==> src/rtl/mips_pkg.sv <==
// Shared definitions for the multicycle MIPS control unit: opcodes, funct
// codes, ALU control encodings, FSM states and the decoded control word.
package mips_pkg;

    localparam int unsigned XLEN    = 32;
    localparam int unsigned OP_W    = 6;
    localparam int unsigned PC_STEP = 4;

    localparam logic [OP_W-1:0] OP_RTYPE = 6'h00;
    localparam logic [OP_W-1:0] OP_J     = 6'h02;
    localparam logic [OP_W-1:0] OP_JAL   = 6'h03;
    localparam logic [OP_W-1:0] OP_BEQ   = 6'h04;
    localparam logic [OP_W-1:0] OP_BNE   = 6'h05;
    localparam logic [OP_W-1:0] OP_ADDI  = 6'h08;
    localparam logic [OP_W-1:0] OP_XORI  = 6'h0E;
    localparam logic [OP_W-1:0] OP_LW    = 6'h23;
    localparam logic [OP_W-1:0] OP_SW    = 6'h2B;

    localparam logic [OP_W-1:0] FN_JR    = 6'h08;
    localparam logic [OP_W-1:0] FN_ADD   = 6'h20;
    localparam logic [OP_W-1:0] FN_SUB   = 6'h22;
    localparam logic [OP_W-1:0] FN_SLT   = 6'h2A;

    typedef enum logic [2:0] {
        ALU_ADD = 3'b000,
        ALU_SUB = 3'b001,
        ALU_XOR = 3'b010,
        ALU_SLT = 3'b011
    } alu_op_e;

    typedef enum logic [2:0] {
        PC_SEQ  = 3'd0,
        PC_BEQ  = 3'd1,
        PC_BNE  = 3'd2,
        PC_JUMP = 3'd3,
        PC_JR   = 3'd4
    } pc_sel_e;

    typedef enum logic [2:0] {
        S_IFETCH    = 3'd0,
        S_DECODE    = 3'd1,
        S_EXECUTE   = 3'd2,
        S_WRITEBACK = 3'd3,
        S_HALT      = 3'd4
    } state_e;

    typedef struct packed {
        logic    reg_wr;
        logic    reg_dst;
        logic    alu_src;
        alu_op_e alu_cntrl;
        logic    mem_wr;
        logic    mem_to_reg;
        logic    jl;
        pc_sel_e pc_sel;
    } ctrl_t;

endpackage

==> src/rtl/mips_ctrl_decode.sv <==
// Combinational instruction decoder: opcode/funct -> control word + legal flag.
module mips_ctrl_decode
    import mips_pkg::*;
(
    input  logic [OP_W-1:0] op,
    input  logic [OP_W-1:0] funct,
    output ctrl_t           ctrl,
    output logic            legal
);

    // Unsupported encodings fall out as an all-zero control word (a NOP).
    always_comb begin
        ctrl  = '0;
        legal = 1'b1;
        case (op)
            OP_RTYPE: begin
                case (funct)
                    FN_ADD: begin
                        ctrl.reg_dst   = 1'b1;
                        ctrl.alu_src   = 1'b1;
                        ctrl.alu_cntrl = ALU_ADD;
                        ctrl.reg_wr    = 1'b1;
                    end
                    FN_SUB: begin
                        ctrl.reg_dst   = 1'b1;
                        ctrl.alu_src   = 1'b1;
                        ctrl.alu_cntrl = ALU_SUB;
                        ctrl.reg_wr    = 1'b1;
                    end
                    FN_SLT: begin
                        ctrl.reg_dst   = 1'b1;
                        ctrl.alu_src   = 1'b1;
                        ctrl.alu_cntrl = ALU_SLT;
                        ctrl.reg_wr    = 1'b1;
                    end
                    FN_JR:   ctrl.pc_sel = PC_JR;
                    default: legal = 1'b0;
                endcase
            end
            OP_ADDI: begin
                ctrl.alu_cntrl = ALU_ADD;
                ctrl.reg_wr    = 1'b1;
            end
            OP_XORI: begin
                ctrl.alu_cntrl = ALU_XOR;
                ctrl.reg_wr    = 1'b1;
            end
            OP_LW: begin
                ctrl.alu_cntrl  = ALU_ADD;
                ctrl.mem_to_reg = 1'b1;
                ctrl.reg_wr     = 1'b1;
            end
            OP_SW: begin
                ctrl.alu_cntrl = ALU_ADD;
                ctrl.mem_wr    = 1'b1;
            end
            OP_BEQ: begin
                ctrl.alu_src   = 1'b1;
                ctrl.alu_cntrl = ALU_SUB;
                ctrl.pc_sel    = PC_BEQ;
            end
            OP_BNE: begin
                ctrl.alu_src   = 1'b1;
                ctrl.alu_cntrl = ALU_SUB;
                ctrl.pc_sel    = PC_BNE;
            end
            OP_J:    ctrl.pc_sel = PC_JUMP;
            OP_JAL: begin
                ctrl.jl     = 1'b1;
                ctrl.reg_wr = 1'b1;
                ctrl.pc_sel = PC_JUMP;
            end
            default: legal = 1'b0;
        endcase
    end

endmodule

==> src/rtl/mips_multicycle_control.sv <==
// Multicycle MIPS control unit: owns PC, IR and instret, sequences
// IFETCH/DECODE/EXECUTE/WRITEBACK per instruction and drives the datapath
// control word. Define MIPS_CTRL_ILLEGAL_TRAP_EN to trap unsupported
// instructions into a terminal HALT state instead of executing them as NOPs.
module mips_multicycle_control
    import mips_pkg::*;
#(
    parameter logic [31:0] RESET_PC = 32'h0000_0000
)
(
    input  logic        clk,
    input  logic        reset,
    output logic [31:0] imem_addr,
    input  logic [31:0] imem_data,
    output logic [4:0]  rs,
    output logic [4:0]  rt,
    output logic [4:0]  rd,
    output logic [15:0] imm16,
    output logic        RegWr,
    output logic        RegDst,
    output logic        ALUSrc,
    output logic [2:0]  ALUCntrl,
    output logic        MemWr,
    output logic        MemToReg,
    output logic        jl,
    output logic [31:0] pcStore,
    input  logic        zero,
    input  logic [31:0] jRrs,
    output logic        halted,
    output logic [31:0] instret
);

    state_e      state_q, state_d;
    logic [31:0] pc_q, pc_store_q, pc_next, br_off;
    logic [25:0] ir_q;
    ctrl_t       ctrl_q, dec_ctrl;
    logic        dec_legal, legal_q;
    logic        zero_q, reg_wr_q, mem_wr_q;
    logic [31:0] instret_q;
    logic        ld_ir, ld_zero, ld_str, retire;

    // Decode the word as it arrives so the control word is registered
    // together with IR and is already stable for the whole EXECUTE cycle.
    mips_ctrl_decode u_decode (
        .op    (imem_data[31:26]),
        .funct (imem_data[5:0]),
        .ctrl  (dec_ctrl),
        .legal (dec_legal)
    );

    // FSM state register.
    always_ff @(posedge clk or posedge reset) begin
        if (reset) state_q <= S_IFETCH;
        else       state_q <= state_d;
    end

    // Next-state and per-state load enables.
    always_comb begin
        state_d = state_q;
        ld_ir   = 1'b0;
        ld_zero = 1'b0;
        ld_str  = 1'b0;
        retire  = 1'b0;
        case (state_q)
            S_IFETCH:    state_d = S_DECODE;
            S_DECODE: begin
                state_d = S_EXECUTE;
                ld_ir   = 1'b1;
            end
            S_EXECUTE: begin
                ld_zero = 1'b1;
                state_d = S_WRITEBACK;
                ld_str  = 1'b1;
`ifdef MIPS_CTRL_ILLEGAL_TRAP_EN
                if (!legal_q) begin
                    state_d = S_HALT;
                    ld_str  = 1'b0;
                end
`endif
            end
            S_WRITEBACK: begin
                state_d = S_IFETCH;
                retire  = 1'b1;
            end
            S_HALT:      state_d = S_HALT;
            default:     state_d = S_IFETCH;
        endcase
    end

    // Next PC for the instruction in WRITEBACK; pc_store_q already holds PC+4.
    always_comb begin
        br_off  = {{14{ir_q[15]}}, ir_q[15:0], 2'b00};
        pc_next = pc_store_q;
        case (ctrl_q.pc_sel)
            PC_BEQ:  if (zero_q)  pc_next = pc_store_q + br_off;
            PC_BNE:  if (!zero_q) pc_next = pc_store_q + br_off;
            PC_JUMP: pc_next = {pc_store_q[31:28], ir_q[25:0], 2'b00};
            PC_JR:   pc_next = jRrs;
            default: pc_next = pc_store_q;
        endcase
    end

    // PC, IR, control word, strobes and retire counter.
    always_ff @(posedge clk or posedge reset) begin
        if (reset) begin
            pc_q       <= RESET_PC;
            pc_store_q <= RESET_PC + 32'(PC_STEP);
            ir_q       <= '0;
            ctrl_q     <= '0;
            legal_q    <= 1'b1;
            zero_q     <= 1'b0;
            reg_wr_q   <= 1'b0;
            mem_wr_q   <= 1'b0;
            instret_q  <= '0;
        end else begin
            reg_wr_q <= ld_str & ctrl_q.reg_wr;
            mem_wr_q <= ld_str & ctrl_q.mem_wr;
            if (ld_zero) zero_q <= zero;
            if (ld_ir) begin
                ir_q    <= imem_data[25:0];
                ctrl_q  <= dec_ctrl;
                legal_q <= dec_legal;
            end else if (retire) begin
                ctrl_q  <= '0;
            end
            if (retire) begin
                pc_q       <= pc_next;
                pc_store_q <= pc_next + 32'(PC_STEP);
                instret_q  <= instret_q + 32'd1;
            end
        end
    end

`ifdef MIPS_CTRL_ILLEGAL_TRAP_EN
    logic halted_q;

    // Trap flag tracks entry into HALT.
    always_ff @(posedge clk or posedge reset) begin
        if (reset) halted_q <= 1'b0;
        else       halted_q <= (state_d == S_HALT);
    end

    assign halted = halted_q;
`else
    logic unused_legal;
    assign unused_legal = legal_q;
    assign halted       = 1'b0;
`endif

    assign imem_addr = pc_q;
    assign pcStore   = pc_store_q;
    assign instret   = instret_q;
    assign rs        = ir_q[25:21];
    assign rt        = ir_q[20:16];
    assign rd        = ir_q[15:11];
    assign imm16     = ir_q[15:0];
    assign RegWr     = reg_wr_q;
    assign MemWr     = mem_wr_q;
    assign RegDst    = ctrl_q.reg_dst;
    assign ALUSrc    = ctrl_q.alu_src;
    assign ALUCntrl  = ctrl_q.alu_cntrl;
    assign MemToReg  = ctrl_q.mem_to_reg;
    assign jl        = ctrl_q.jl;

endmodule

==> config.mk <==
export PLATFORM = sky130hd
export DESIGN_NAME = mips_multicycle_control
export DESIGN_NICKNAME = d
export VERILOG_FILES = /design/src/rtl/mips_pkg.sv /design/src/rtl/mips_ctrl_decode.sv /design/src/rtl/mips_multicycle_control.sv
export SDC_FILE = /design/constraint.sdc
export NUM_CORES = 1
export LEC_CHECK = 0
export BUFFER_PORTS_ARGS = -buffer_cell sky130_fd_sc_hd__buf_4
export CAP_MARGIN = 20
export CORE_MARGIN = 4
export CORE_UTILIZATION = 30
export CTS_CLUSTER_SIZE = 12
export DETAILED_ROUTE_END_ITERATION = 10
export PLACE_DENSITY_LB_ADDON = 0.25
export SKIP_CTS_REPAIR_TIMING = 1
export SLEW_MARGIN = 40
export SYNTH_ARGS = -nofsm -noshare
export SYNTH_HDL_FRONTEND = slang
export SYNTH_SLANG_ARGS = --single-unit
==> constraint.sdc <==
create_clock -name clk -period 5.1 [get_ports clk]
set_clock_uncertainty 0.15 [all_clocks]
set_input_delay 0.51 -clock clk [delete_from_list [all_inputs] [get_ports clk]]
set_output_delay 0.51 -clock clk [all_outputs]
set_load 0.02 [all_outputs]
== Word-level counts from Yosys, hierarchy flattened ==
Index checks and enable logic that the tools add are counted.

* Reduce and logical (&&, ||, !) cells: 6
* Bitwise operators: 2
* Add/sub/neg operators: 3
* Muxes and demuxes: 19
* Equality and inequality tests: 20

{| class="wikitable"
|+ Operator list
! operator !! number
|-
| 32-bit one-hot mux with 4 select lines || 1
|-
| 32-bit 2-to-1 mux || 2
|-
| 32-bit by 1-bit adder with 32-bit output (second input constant) || 1
|-
| 32-bit by 3-bit adder with 32-bit output (second input constant) || 1
|-
| 32-bit adder || 1
|-
| 6-bit equality test (second input constant) || 5
|-
| 12-bit 2-to-1 mux || 2
|-
| 3-bit one-hot mux with 4 select lines || 2
|-
| 6-bit by 4-bit equality test with 1-bit output (second input constant) || 3
|-
| 6-bit one-hot mux with 3 select lines || 1
|-
| 3-bit by 2-bit equality test with 1-bit output (second input constant) || 4
|-
| 6-bit by 2-bit equality test with 1-bit output (second input constant) || 2
|-
| 6-bit by 3-bit equality test with 1-bit output (second input constant) || 2
|-
| 3-bit one-hot mux with 3 select lines || 1
|-
| 1-bit 2-to-1 mux || 7
|-
| 3-bit by 1-bit equality test with 1-bit output (second input constant) || 2
|-
| 3-bit equality test (second input constant) || 2
|-
| 6-bit logical NOT || 1
|-
| 1-bit one-hot mux with 2 select lines || 2
|-
| 2-bit OR reduction || 2
|-
| 4-bit OR reduction || 1
|-
| 3-bit logical NOT || 1
|-
| 3-bit 2-to-1 mux || 1
|-
| 1-bit AND || 2
|-
| 2-bit nonzero test || 1
|}

* Input bits: 67
* Flip-flop bits (word level): 140

== Logic depth before layout (Yosys ltp) ==
Gate-level depths: netlist of run 1.

* Depth after elaboration: 4
* Gate-level depth with buffers: 15
* Gate-level depth less buffers: 12

== By module ==
A second synthesis of run 1 with hierarchy kept.

* Cell total of the unflattened synthesis: 1026
* Area total of the unflattened synthesis: 9153.8 µm²

{| class="wikitable"
|+ Modules (own cells, without submodules)
! module !! area each (µm²) !! cells an instance !! sequential area each (µm²) !! times used
|-
| mips_multicycle_control || 8866.0 || 986 || 3454.6 || 1
|-
| mips_ctrl_decode || 287.8 || 40 || 0.0 || 1
|}

== Worst setup path after synthesis of run 1 ==
Ideal clock, no wire load.

* Path kind: register -> register
* Start point: register ir_q[0]
* End point: register pc_store_q[28] (netlist: pcStore[28])
* Data arrival time: 3.806 ns
* Path buffers: 1
* Clock period less this slack: 4.077 ns
* Setup slack: 1.023 ns
* Cell stages (with the launch flop): 14
* Cells stage by stage: dfrtp_1 > ha_1 > fa_1 > a21o_1 > a221oi_2 > o21ai_0 > xnor2_1 > o21ai_0 > or4b_4 > nor4_1 > and3_1 > buf_2 > nand3b_1 > a31o_2

* Cells in the longest elaborated chain, start to end: 4
* Elaborated cells between the ends (all ways): 5
* Classes of those cells: add/sub (2); mux (3)

{| class="wikitable"
|+ Ends and longest elaborated chain
! item !! line !! source
|-
| from (decl) || mips_multicycle_control.sv:35 || <nowiki>logic [25:0] ir_q;</nowiki>
|-
| from (signal assigned) || mips_multicycle_control.sv:120 || <nowiki>ir_q <= imem_data[25:0];</nowiki>
|-
| 32-bit adder || mips_multicycle_control.sv:95, mips_multicycle_control.sv:96 ||
|-
| 32-bit 2-to-1 mux, on equally long branches || mips_multicycle_control.sv:96, mips_multicycle_control.sv:95 ||
|-
| 32-bit one-hot mux with 4 select lines * || mips_multicycle_control.sv:94 || <nowiki>case (ctrl_q.pc_sel)</nowiki>
|-
| 32-bit by 3-bit adder with 32-bit output * || mips_multicycle_control.sv:128 || <nowiki>pc_store_q <= pc_next + 32'(PC_STEP);</nowiki>
|-
| to (signal assigned) || mips_multicycle_control.sv:107 || <nowiki>pc_store_q <= RESET_PC + 32'(PC_STEP);</nowiki>
|-
| to (signal assigned) || mips_multicycle_control.sv:128 ||
|-
| to (decl) || mips_multicycle_control.sv:34 || <nowiki>logic [31:0] pc_q, pc_store_q, pc_next, br_off;</nowiki>
|}

Mark *: on every way between the ends. The rest lies on a longest branch, timed or not.
A chain may end at the register's enable or synchronous reset.

== Final worst setup path of run 1 ==
* Start point: register ir_q[0]
* End point: register pc_store_q[30] (netlist: pcStore[30])

The elaborated chain is that of the path after synthesis.

==> results.md, run 1 <==
- Number of global-route vias before repair: 8536
- # setup viols final: 0
- Mux contribution to synthesized area: 3.59%
- Pins Over Slew Limit: 0
- Ys async rst share: 100%
- Dpl ws: 0.743 ns
- Cell count after synthesis: 1039
- Routed wire length: 30.7 mm
- Sequential area share after synthesis: 38.0%
- FP Rows: 63
- Tightest Hold Check Type: in2async
- CTS Buffer Depth: 2
- Critical Path Source Type: flop
- Maxcap violations: 0
- Slowest-stage cell, CP: or3b_2
- Nets: 1312
- Synth unique cells: 88
- RSZ-0062 raised after global routing: no
- Pin count of the biggest net entering global routing: 101
- Reg clk slew, reported paths: 0.07 ns
- Least-Margin Pin Slew: 0.808 ns
- Worst EP arrival: 4.50 ns
- Root Buffer: clkbuf_16
- Worst path max stage delay: 0.51 ns
- Combinational family with the most area after synthesis: simple AND/OR/NAND/NOR gates
- Simple-gate share of the synthesized area: 21.6%
- Cell family with most CP delay: simple AND/OR/NAND/NOR gates
- Most common cell after layout, fill and taps aside: buf_4
- CTS tree: yes
- F_max: 229 MHz
- Area delta synth->final: 27.4%
- CTS buffer count: 17
- Core Area: 29600 µm²
- Register bit total from synthesis: 137
- Die Y: 181 µm
- Post-synth EDFFs: 0
- # DRC: 0
- Setup TNS: 0 ns
- Die area: 32900 µm²
- Slew Limit Headroom: 45.9%
- Critical path data required time: 5.23 ns
- GR Overflow Total: 0
- First-pass GRT wire length: 48.9 mm
- Mean post-synth cell area: 8.68 µm²
- Crit Path Category: reg2reg
- Worst skew pair latency: 0.42 ns
- Port Buffers: 201
- Share of post-route cells with drive strength above 1: 25.6%
- Crit path time final: 4.37 ns
- CP Max Fanout: 6
- Wire length per cell: 19.0 µm
- Initial antenna violation count: 0
- Routed vias/inst: 5.29
- Design area: 11500 µm²
- Fillers: 3122
- Io pins: 204
- Initial Util: 30.4%
- Cell Pwr Density: 452 nW/µm²
- Fin. Hold Viols: 0
- DRT antenna net count: 0
- Most frequent cells in the layout: buf_4, nand2_1, dfrtp_1, o21ai_0, nor2_1
- Final Total Pwr: 5.19 mW
- Die Wd: 181 µm
- CTS Sinks: 137
- Tcrit/Tclk final: 85.7%
- Leak: 5.19 nW
- Synth warn: 0
- CP endpoint kind: flop
- DP HPWL: 23.6 mm
- Synth Flop Type: dfrtp_1
- CP cell instances: ha_1 -> fa_1 -> a21o_1 -> a221oi_2 -> o2bb2ai_1 -> or2_2 -> or3_1 -> a41oi_2 -> or3b_2 -> nor3_2 -> and4_1 -> o31ai_1
- DR pass1 iterations: 5
- Status: finished, final reports clean
- Synthesized area: 9010 µm²
- Area occupied by registers: 3430 µm²
- Post-Synth XOR/XNOR Area: 6.32%
- H-Tree Depth: 4
- Total GRT Usage: 18.5%
- Final antenna diode count: 0
- Synth Area in Compound Gates: 21.2%
- Area of the multi-input gates: 5190 µm²
- Max rail drop VDD: 0.235 mV
- CP bufs+invs: 0
- Smallest setup slack after layout: 0.731 ns
- Routability Congestion: 0.910
- Fraction of the mapped netlist area in adder cells: 4.52%
- DR vias: 8543
- Iter 0 DRT Violations: 667
- Placed Area: 10900 µm²
[kinds of logic (layout without fill, tap and decap cells)]
logic type,count (synthesis),count (layout)
mux,29,29
compound gates,281,281
fa+ha+maj,32,32
simple gates,401,401
buf+inv,93,279
xor+xnor,65,65
other cells,1,2
flops,137,137
[Yosys cell counts (7+ instances only)]
cell type / n / area share [%]
a211oi_1: 12 / 1.0
inv_1: 25 / 1.0
nor4_1: 7 / 0.49
ha_1: 31 / 4.3
nor2_1: 60 / 2.5
o21a_1: 7 / 0.58
or3_1: 9 / 0.62
a21boi_0: 8 / 0.67
nand3_1: 23 / 1.3
o211ai_1: 10 / 0.83
buf_4: 14 / 1.2
a31oi_1: 14 / 0.97
nand2_1: 180 / 7.5
mux2_2: 27 / 3.4
nor3_1: 18 / 1.0
xor2_1: 23 / 2.2
a222oi_1: 12 / 1.3
and4_1: 7 / 0.68
and3_1: 20 / 1.4
o21ai_0: 72 / 4.0
xnor2_1: 42 / 4.1
nand2b_1: 9 / 0.62
buf_2: 8 / 0.44
a21o_1: 9 / 0.75
a21oi_1: 52 / 2.9
o31ai_1: 7 / 0.58
o22ai_1: 10 / 0.69
clkbuf_1: 38 / 1.6
dfrtp_1: 136 / 38
and2_1: 7 / 0.49
nand4_1: 28 / 1.9
[sequential cells by signal (all words and copies together), names as in the netlist, named ones only]
signal     flops
ALUSrc         1
ctrl_q         5
pcStore       30
ALUCntrl       2
instret       32
state_q        3
zero_q         1
ir_q          26
imem_addr     30
MemToReg       1
jl             1
RegDst         1
RegWr          1
MemWr          1
[through the flow]
step | hold slack (ns) | util [%] | cells
global placement | 0.303 | 36.7 | 1584
global route | 0.0823 | 38.7 | 1616
finish | 0.0216 | 38.7 | 1616
detailed placement | 0.304 | 36.7 | 1584
CTS | 0.0901 | 38.7 | 1616
floorplan | 0.278 | - | 1040
[power by group]
part	internal [mW]	total, mW	switching (mW)	leakage (nW)
Sequential	1.30	1.55	0.253	1.70
Combinational	0.933	2.38	1.44	3.21
Clock	0.664	1.27	0.601	0.285
Total	2.90	5.19	2.30	5.19
[layer usage]
metal  wire length [µm]  part of all wire (%)  up-vias  track usage, %
li1                   -                     -     4152               -
met1              13300                    44     4115            24.2
met2              15000                    49      250            31.1
met3               1790                   5.8       26            3.76
met4                532                   1.7        0            5.19
met5                  0                     0        -               0
[area by class of cell]
type	count	area share (%)
clock buffer	17	3.70
timing repair buffer	222	14.5
sequential	137	29.9
clock inverter	15	1.57
tap	390	4.25
multi-input combinational	810	45.2
inverter	25	0.883
[final timing paths]
check / startpoint / endpoint / slack, ns / depth (start not counted)
worst max-delay path: ir_q[0] / pcStore[30] / 0.73 / 12
worst min-delay path: reset / ir_q[22] / 0.02 / 2
worst max register to register: ir_q[0] / pcStore[30] / 0.73 / 12
worst min register to register: instret[31] / instret[31] / 0.32 / 1
max in group asynchronous: reset / imem_addr[16] / 3.63 / 3
min in group clk: imem_data[30] / ctrl_q[0] / 0.17 / 2
No activity file was read; power rests on OpenSTA's default activity.
==> inputs of run 2 (changes only) <==
clock period = 4.4 ns   (was 5.1 ns; I/O delays follow)
==> run 2 against run 1 <==
The run now ends with negative hold slack left. Critical path type unchanged. Final area up 1.9%. Worst setup slack got worse by 0.41 ns. Combinational power up 23%. Die area stayed put. Clock-buffer cell count did not move. Largest power group unchanged. Routed wire length is 3.6% higher.
==> results.md, run 2 (synthesized netlist as in run 1, its figures left out) <==
- # setup viols final: 0 (unchanged)
- Final antenna diode count: 0 (unchanged)
- Area of the multi-input gates: 5200 µm² (+0.17%)
- Share of post-route cells with drive strength above 1: 27.4% (+1.7 points)
- Clock network fraction of total power: 24.0% (-0.4 points)
- Fillers: 3145 (+0.74%)
- Total GRT Usage: 19.1% (+0.62 points)
- Routability Congestion: 0.904 (-0.66%)
- CP Max Fanout: 9 (+3)
- Maxcap violations: 0 (unchanged)
- CTS Sinks: 137 (unchanged)
- Tcrit/Tclk final: 92.6% (+7.0 points)
- Reg2reg start: pcStore[11]
- Leak: 5.33 nW (+2.7%)
- Least-Margin Pin Slew: 0.622 ns (-0.186 ns)
- Cell Pwr Density: 528 nW/µm² (+17%)
- Critical path data required time: 4.56 ns (-0.67 ns)
- CTS tree: yes
- Area delta synth->final: 29.7%
- DP HPWL: 24.7 mm (+4.9%)
- Critical Path Source Type: flop
- GR Overflow Total: 0 (unchanged)
- Area occupied by registers: 3430 µm² (unchanged)
- Die area: 32900 µm² (unchanged)
- Initial antenna violation count: 0 (unchanged)
- Sw frac: 43.4% (-0.87 points)
- F_max: 245 MHz (+7.2%)
- Routed wire length: 31.8 mm (+3.6%)
- Die Wd: 181 µm (unchanged)
- Worst skew pair latency: 0.43 ns (about the same)
- Slew Limit Headroom: 58.3% (+12 points)
- Max reg flops: 32 (unchanged)
- Core Area: 29600 µm² (unchanged)
- Slowest-stage cell, CP: or3b_2
- Initial Util: 30.4% (unchanged)
- # DRC: 0 (unchanged)
- Comb pwr share: 47.3% (+1.5 points)
- Nets: 1340 (+2.1%)
- Reg clk slew, reported paths: 0.07 ns (about the same)
- Crit Path Category: reg2reg
- Tightest Hold Check Type: in2async
- Pin count of the biggest net entering global routing: 85 (-16%)
- Final hold slack: -0.0447 ns (-0.0663 ns)
- Fin. Hold Viols: 56 (+56)
- FP Rows: 63 (unchanged)
- First-pass GRT wire length: 49.9 mm (+2.1%)
- Pins Over Slew Limit: 0 (unchanged)
- Routed vias/inst: 5.28 (-0.12%)
- H-Tree Depth: 4 (unchanged)
- R2R setup slack: 0.32 ns (-0.41 ns)
- Failing checks: negative hold slack
- Reg2reg end: pcStore[30]
- Wire length per cell: 19.3 µm (+1.8%)
- Sequential power share: 28.7% (-1.2 points)
- CTS Buffer Depth: 2 (unchanged)
- Crit path time final: 4.08 ns (-0.293 ns)
- Worst EP arrival: 4.24 ns (-0.26 ns)
- Most common cell after layout, fill and taps aside: buf_4
- Port Buffers: 201 (unchanged)
- Max rail drop VDD: 0.255 mV (+8.6%)
- Number of global-route vias before repair: 8639 (+1.2%)
- Final core occ: 39.5% (+0.72 points)
- CP endpoint kind: flop
- Most frequent cells in the layout: buf_4, nand2_1, dfrtp_1, o21ai_0, nor2_1
- CP cell instances: ha_1 -> nand4_1 -> o32ai_1 -> a31oi_1 -> a211o_1 -> and3b_1 -> o32a_1 -> or3b_2 -> nor3_2 -> and4_1 -> o31ai_1
- Reg2reg path depth: 11 (-1)
- Iter 0 DRT Violations: 632 (-5.2%)
- DR vias: 8681 (+1.6%)
- DRT antenna net count: 0 (unchanged)
- DR pass1 iterations: 6 (+1)
- Internal power: 3.50 mW (+21%)
- CTS buffer count: 17 (unchanged)
- Io pins: 204 (unchanged)
- Setup TNS: 0 ns (unchanged)
- Root Buffer: clkbuf_16
- Status: finished with violations
- Die Y: 181 µm (unchanged)
- RSZ-0062 raised after global routing: no
- Worst path max stage delay: 0.52 ns (about the same)
- Psw: 2.68 mW (+17%)
-- run 2: cell count changes in the layout (fill, tap and decap cells not counted), moves of 2 or more --
cell,before,now
clkinv_8,5,2
clkinv_4,0,2
inv_6,1,3
a21boi_1,3,1
a21boi_0,6,8
buf_4,221,250
-- run 2: worst max-delay path by stage --
stage	startpoint	to
final	pcStore[11]	pcStore[30]
after global placement	ir_q[0]	pcStore[28]
after detailed placement	ir_q[0]	pcStore[28]
after global routing	pcStore[12]	pcStore[30]
after floorplan	reset	ALUCntrl[0]
after CTS	ir_q[0]	pcStore[28]
-- run 2: worst max-delay path: cells and delay by family, from the launching register on --
family / cells / cell delay [ns]
flip-flops: 1 / 0.41
adder cells (fa/ha/maj): 1 / 0.44
AO/OA/AOI/OAI: 5 / 1.49
AND/OR/NAND/NOR: 5 / 1.48
-- run 2: layout make-up --
type / count / share of cell area, %
clock inverters: 15 / 1.52
repair buffers: 250 / 16.0
inverters: 25 / 0.867
clock buffers: 17 / 3.64
multi-input cells: 810 / 44.4
flip-flops and latches: 137 / 29.3
well taps: 390 / 4.17
-- run 2: layer usage --
layer  vias to the layer above  global-route usage, %  wire length [µm]
li1                       4190                      -                 -
met1                      4195                   24.8             13900
met2                       258                   32.1             15300
met3                        38                   3.83              1760
met4                         0                   6.15               784
met5                         -                      0                 0
-- run 2: power by group through the flow --
stage	clock (mW)	sequential (mW)	combinational (mW)
after global placement	0	1.79	2.92
after CTS	1.52	1.77	2.93
after detailed placement	0	1.80	2.91
after global routing	1.56	1.81	3.20
final	1.48	1.77	2.92
after floorplan	0	2.02	1.47
-- run 2: per-stage QoR --
stage / hold slack [ns] / total power [mW] / std cells / setup slack, ns / instance area [µm²]
after floorplan: 0.278 / 3.49 / 1040 / 0.144 / 9020
after global placement: 0.288 / 4.71 / 1612 / 0.297 / 11100
after detailed placement: 0.305 / 4.71 / 1612 / 0.287 / 11100
after CTS: 0.0543 / 6.22 / 1644 / 0.280 / 11700
after global routing: 0.00384 / 6.57 / 1644 / 0.0434 / 11700
final: -0.0447 / 6.17 / 1644 / 0.324 / 11700
==> inputs of run 3 (changes only) <==
MAX_ROUTING_LAYER = met4   (was unset)
==> run 3 against run 2 <==
The flow now finishes without violations. Core utilization increased by 0.14 points. Global-route usage increased by 0.84 points. Total power increased by 0.18%. Sequential share of layout area decreased by 0.10 points. Worst setup slack got worse by 0.048 ns. Clock power about the same. Critical path type unchanged. Largest power group unchanged.
==> results.md, run 3 (synthesized netlist as in run 1, its figures left out) <==
- Psw: 2.73 mW (+1.9%)
- Tightest Hold Check Type: in2reg
- Share of post-route cells with drive strength above 1: 27.4% (+0.072 points)
- # setup viols final: 0 (unchanged)
- CTS Buffer Depth: 2 (unchanged)
- # DRC: 0 (unchanged)
- Routed wire length: 32.1 mm (+1.1%)
- Die area: 32900 µm² (unchanged)
- Final hold slack: 0.0907 ns (+0.135 ns)
- Die Y: 181 µm (unchanged)
- Reg2reg end: pcStore[30]
- Reg2reg path depth: 11 (unchanged)
- Sw frac: 44.1% (+0.77 points)
- DR pass1 iterations: 8 (+2)
- Crit. Startpoint: pcStore[11]
- R2R setup slack: 0.28 ns (-0.05 ns)
- Worst EP arrival: 4.29 ns (+0.05 ns)
- CTS Sinks: 137 (unchanged)
- Port Buffers: 201 (unchanged)
- Die Wd: 181 µm (unchanged)
- Fin cells: 1648 (+0.24%)
- Worst path max stage delay: 0.52 ns (about the same)
- GRT met2 Usage: 32.4% (+0.30 points)
- Cell family with most CP delay: compound AO/OA/AOI/OAI gates
- Tcrit/Tclk final: 93.7% (+1.1 points)
- Slew Limit Headroom: 51.2% (-7.1 points)
- CP Max Fanout: 9 (unchanged)
- Reg clk slew, reported paths: 0.07 ns (about the same)
- GRT busiest layer: met2
- Internal power: 3.45 mW (-1.2%)
- Pins Over Slew Limit: 0 (unchanged)
- Critical Path Source Type: flop
- Wire length per cell: 19.5 µm (+0.82%)
- Io pins: 204 (unchanged)
- Fin. Hold Viols: 0 (-100%)
- Setup TNS: 0 ns (unchanged)
- Placed cell count: 1615 (+0.19%)
- Sequential power share: 28.7% (about the same)
- CP bufs+invs: 0 (unchanged)
- Slowest-stage cell, CP: or3b_2
- DR vias: 8739 (+0.67%)
- CTS buffer count: 17 (unchanged)
- Final antenna diode count: 0 (unchanged)
- GR Overflow Total: 0 (unchanged)
- Total GRT Usage: 20.0% (+0.84 points)
- CP endpoint kind: flop
- Most common cell after layout, fill and taps aside: buf_4
- CP cell instances: ha_1 -> nand4_1 -> o32ai_1 -> a31oi_1 -> a211o_1 -> and3b_1 -> o32a_1 -> or3b_2 -> nor3_2 -> and4_1 -> o31ai_1
- Crit Path Category: reg2reg
- Met3 Resource Use GR: 3.08% (-0.74 points)
- Iter 0 DRT Violations: 684 (+8.2%)
- Least-Margin Pin Slew: 0.725 ns (+0.103 ns)
- Root Buffer: clkbuf_16
- Crit path time final: 4.12 ns (+0.0483 ns)
- Routability Congestion: 0.912 (+0.84%)
- Core Area: 29600 µm² (unchanged)
- H-Tree Depth: 4 (unchanged)
- Comb pwr share: 47.5% (+0.2 points)
- Pin count of the biggest net entering global routing: 79 (-7.1%)
- Area delta synth->final: 30.2%
- Reg2reg start: pcStore[11]
- CTS tree: yes
- F_max: 242 MHz (-1.2%)
- Leak: 5.34 nW (+0.25%)
- Initial antenna violation count: 0 (unchanged)
- RSZ-0062 raised after global routing: no
- DRT antenna net count: 0 (unchanged)
- Status: finished, final reports clean
- Initial Util: 30.4% (unchanged)
- Levels on crit path: 11 (unchanged)
- FP Rows: 63 (unchanged)
- Crit path capture: pcStore[30]
- Nets: 1344 (+0.30%)
- Routed vias/inst: 5.30 (+0.42%)
- Number of global-route vias before repair: 8844 (+2.4%)
- Cell Pwr Density: 527 nW/µm² (-0.16%)
- Most frequent cells in the layout: buf_4, nand2_1, dfrtp_1, o21ai_0, nor2_1
- Max rail drop VDD: 0.266 mV (+4.4%)
- Maxcap violations: 0 (unchanged)
- Worst skew pair latency: 0.43 ns (about the same)
- GR Layer Usage met1: 26.0% (+1.2 points)
- Critical path data required time: 4.56 ns (about the same)
- Clock network fraction of total power: 23.8% (-0.2 points)
- Max reg flops: 32 (unchanged)
- DP HPWL: 24.9 mm (+0.67%)
- First-pass GRT wire length: 50.8 mm (+1.8%)
run 3: worst min path at each step:
| stage | start | end | slack, ns | cells after the start |
|---|---|---|---|---|
| global route | imem_data[13] | ir_q[13] | 0.08 | 2 |
| CTS | reset | imem_addr[29] | 0.03 | 2 |
| finish | imem_data[13] | ir_q[13] | 0.09 | 2 |
| floorplan | state_q[2] | state_q[1] | 0.28 | 1 |
| detailed placement | state_q[2] | state_q[1] | 0.29 | 1 |
| global placement | state_q[2] | state_q[1] | 0.29 | 1 |
run 3: area by class of cell:
cell class / count / area (µm²)
fill: 3105 / 17900
clock buffer: 17 / 425
sequential: 137 / 3430
tap: 390 / 488
timing repair buffer: 254 / 1920
clock inverter: 15 / 178
multi-input combinational: 810 / 5190
inverter: 25 / 101
run 3: through the flow:
step	util, %	power, mW	area (µm²)	setup slack [ns]
global route	39.6	6.60	11700	0.0208
global placement	37.5	4.72	11100	0.309
CTS	39.5	6.23	11700	0.258
detailed placement	37.5	4.72	11100	0.278
finish	39.6	6.18	11700	0.276
floorplan	-	3.49	9020	0.144
run 3: routing by layer:
metal / routed length [µm] / vias up / share of wire, %
met4: 771 / 0 / 2.4
li1: - / 4200 / -
met1: 14200 / 4233 / 44
met2: 15500 / 257 / 48
met5: 0 / - / 0
met3: 1580 / 49 / 4.9
run 3: power by group through the flow:
stage	logic (mW)	clock network (mW)	registers [mW]
final	2.93	1.47	1.78
after floorplan	1.47	0	2.02
after detailed placement	2.92	0	1.80
after global routing	3.22	1.57	1.82
after CTS	2.94	1.51	1.78
after global placement	2.93	0	1.79
run 3: worst register-to-register path, cell delays in order (launching register included):
cell     delay, ns
dfrtp_1       0.42
ha_1          0.46
nand4_1       0.22
o32ai_1       0.43
a31oi_1       0.24
a211o_1       0.35
and3b_1       0.19
o32a_1        0.41
or3b_2        0.52
nor3_2        0.32
and4_1        0.24
o31ai_1       0.07
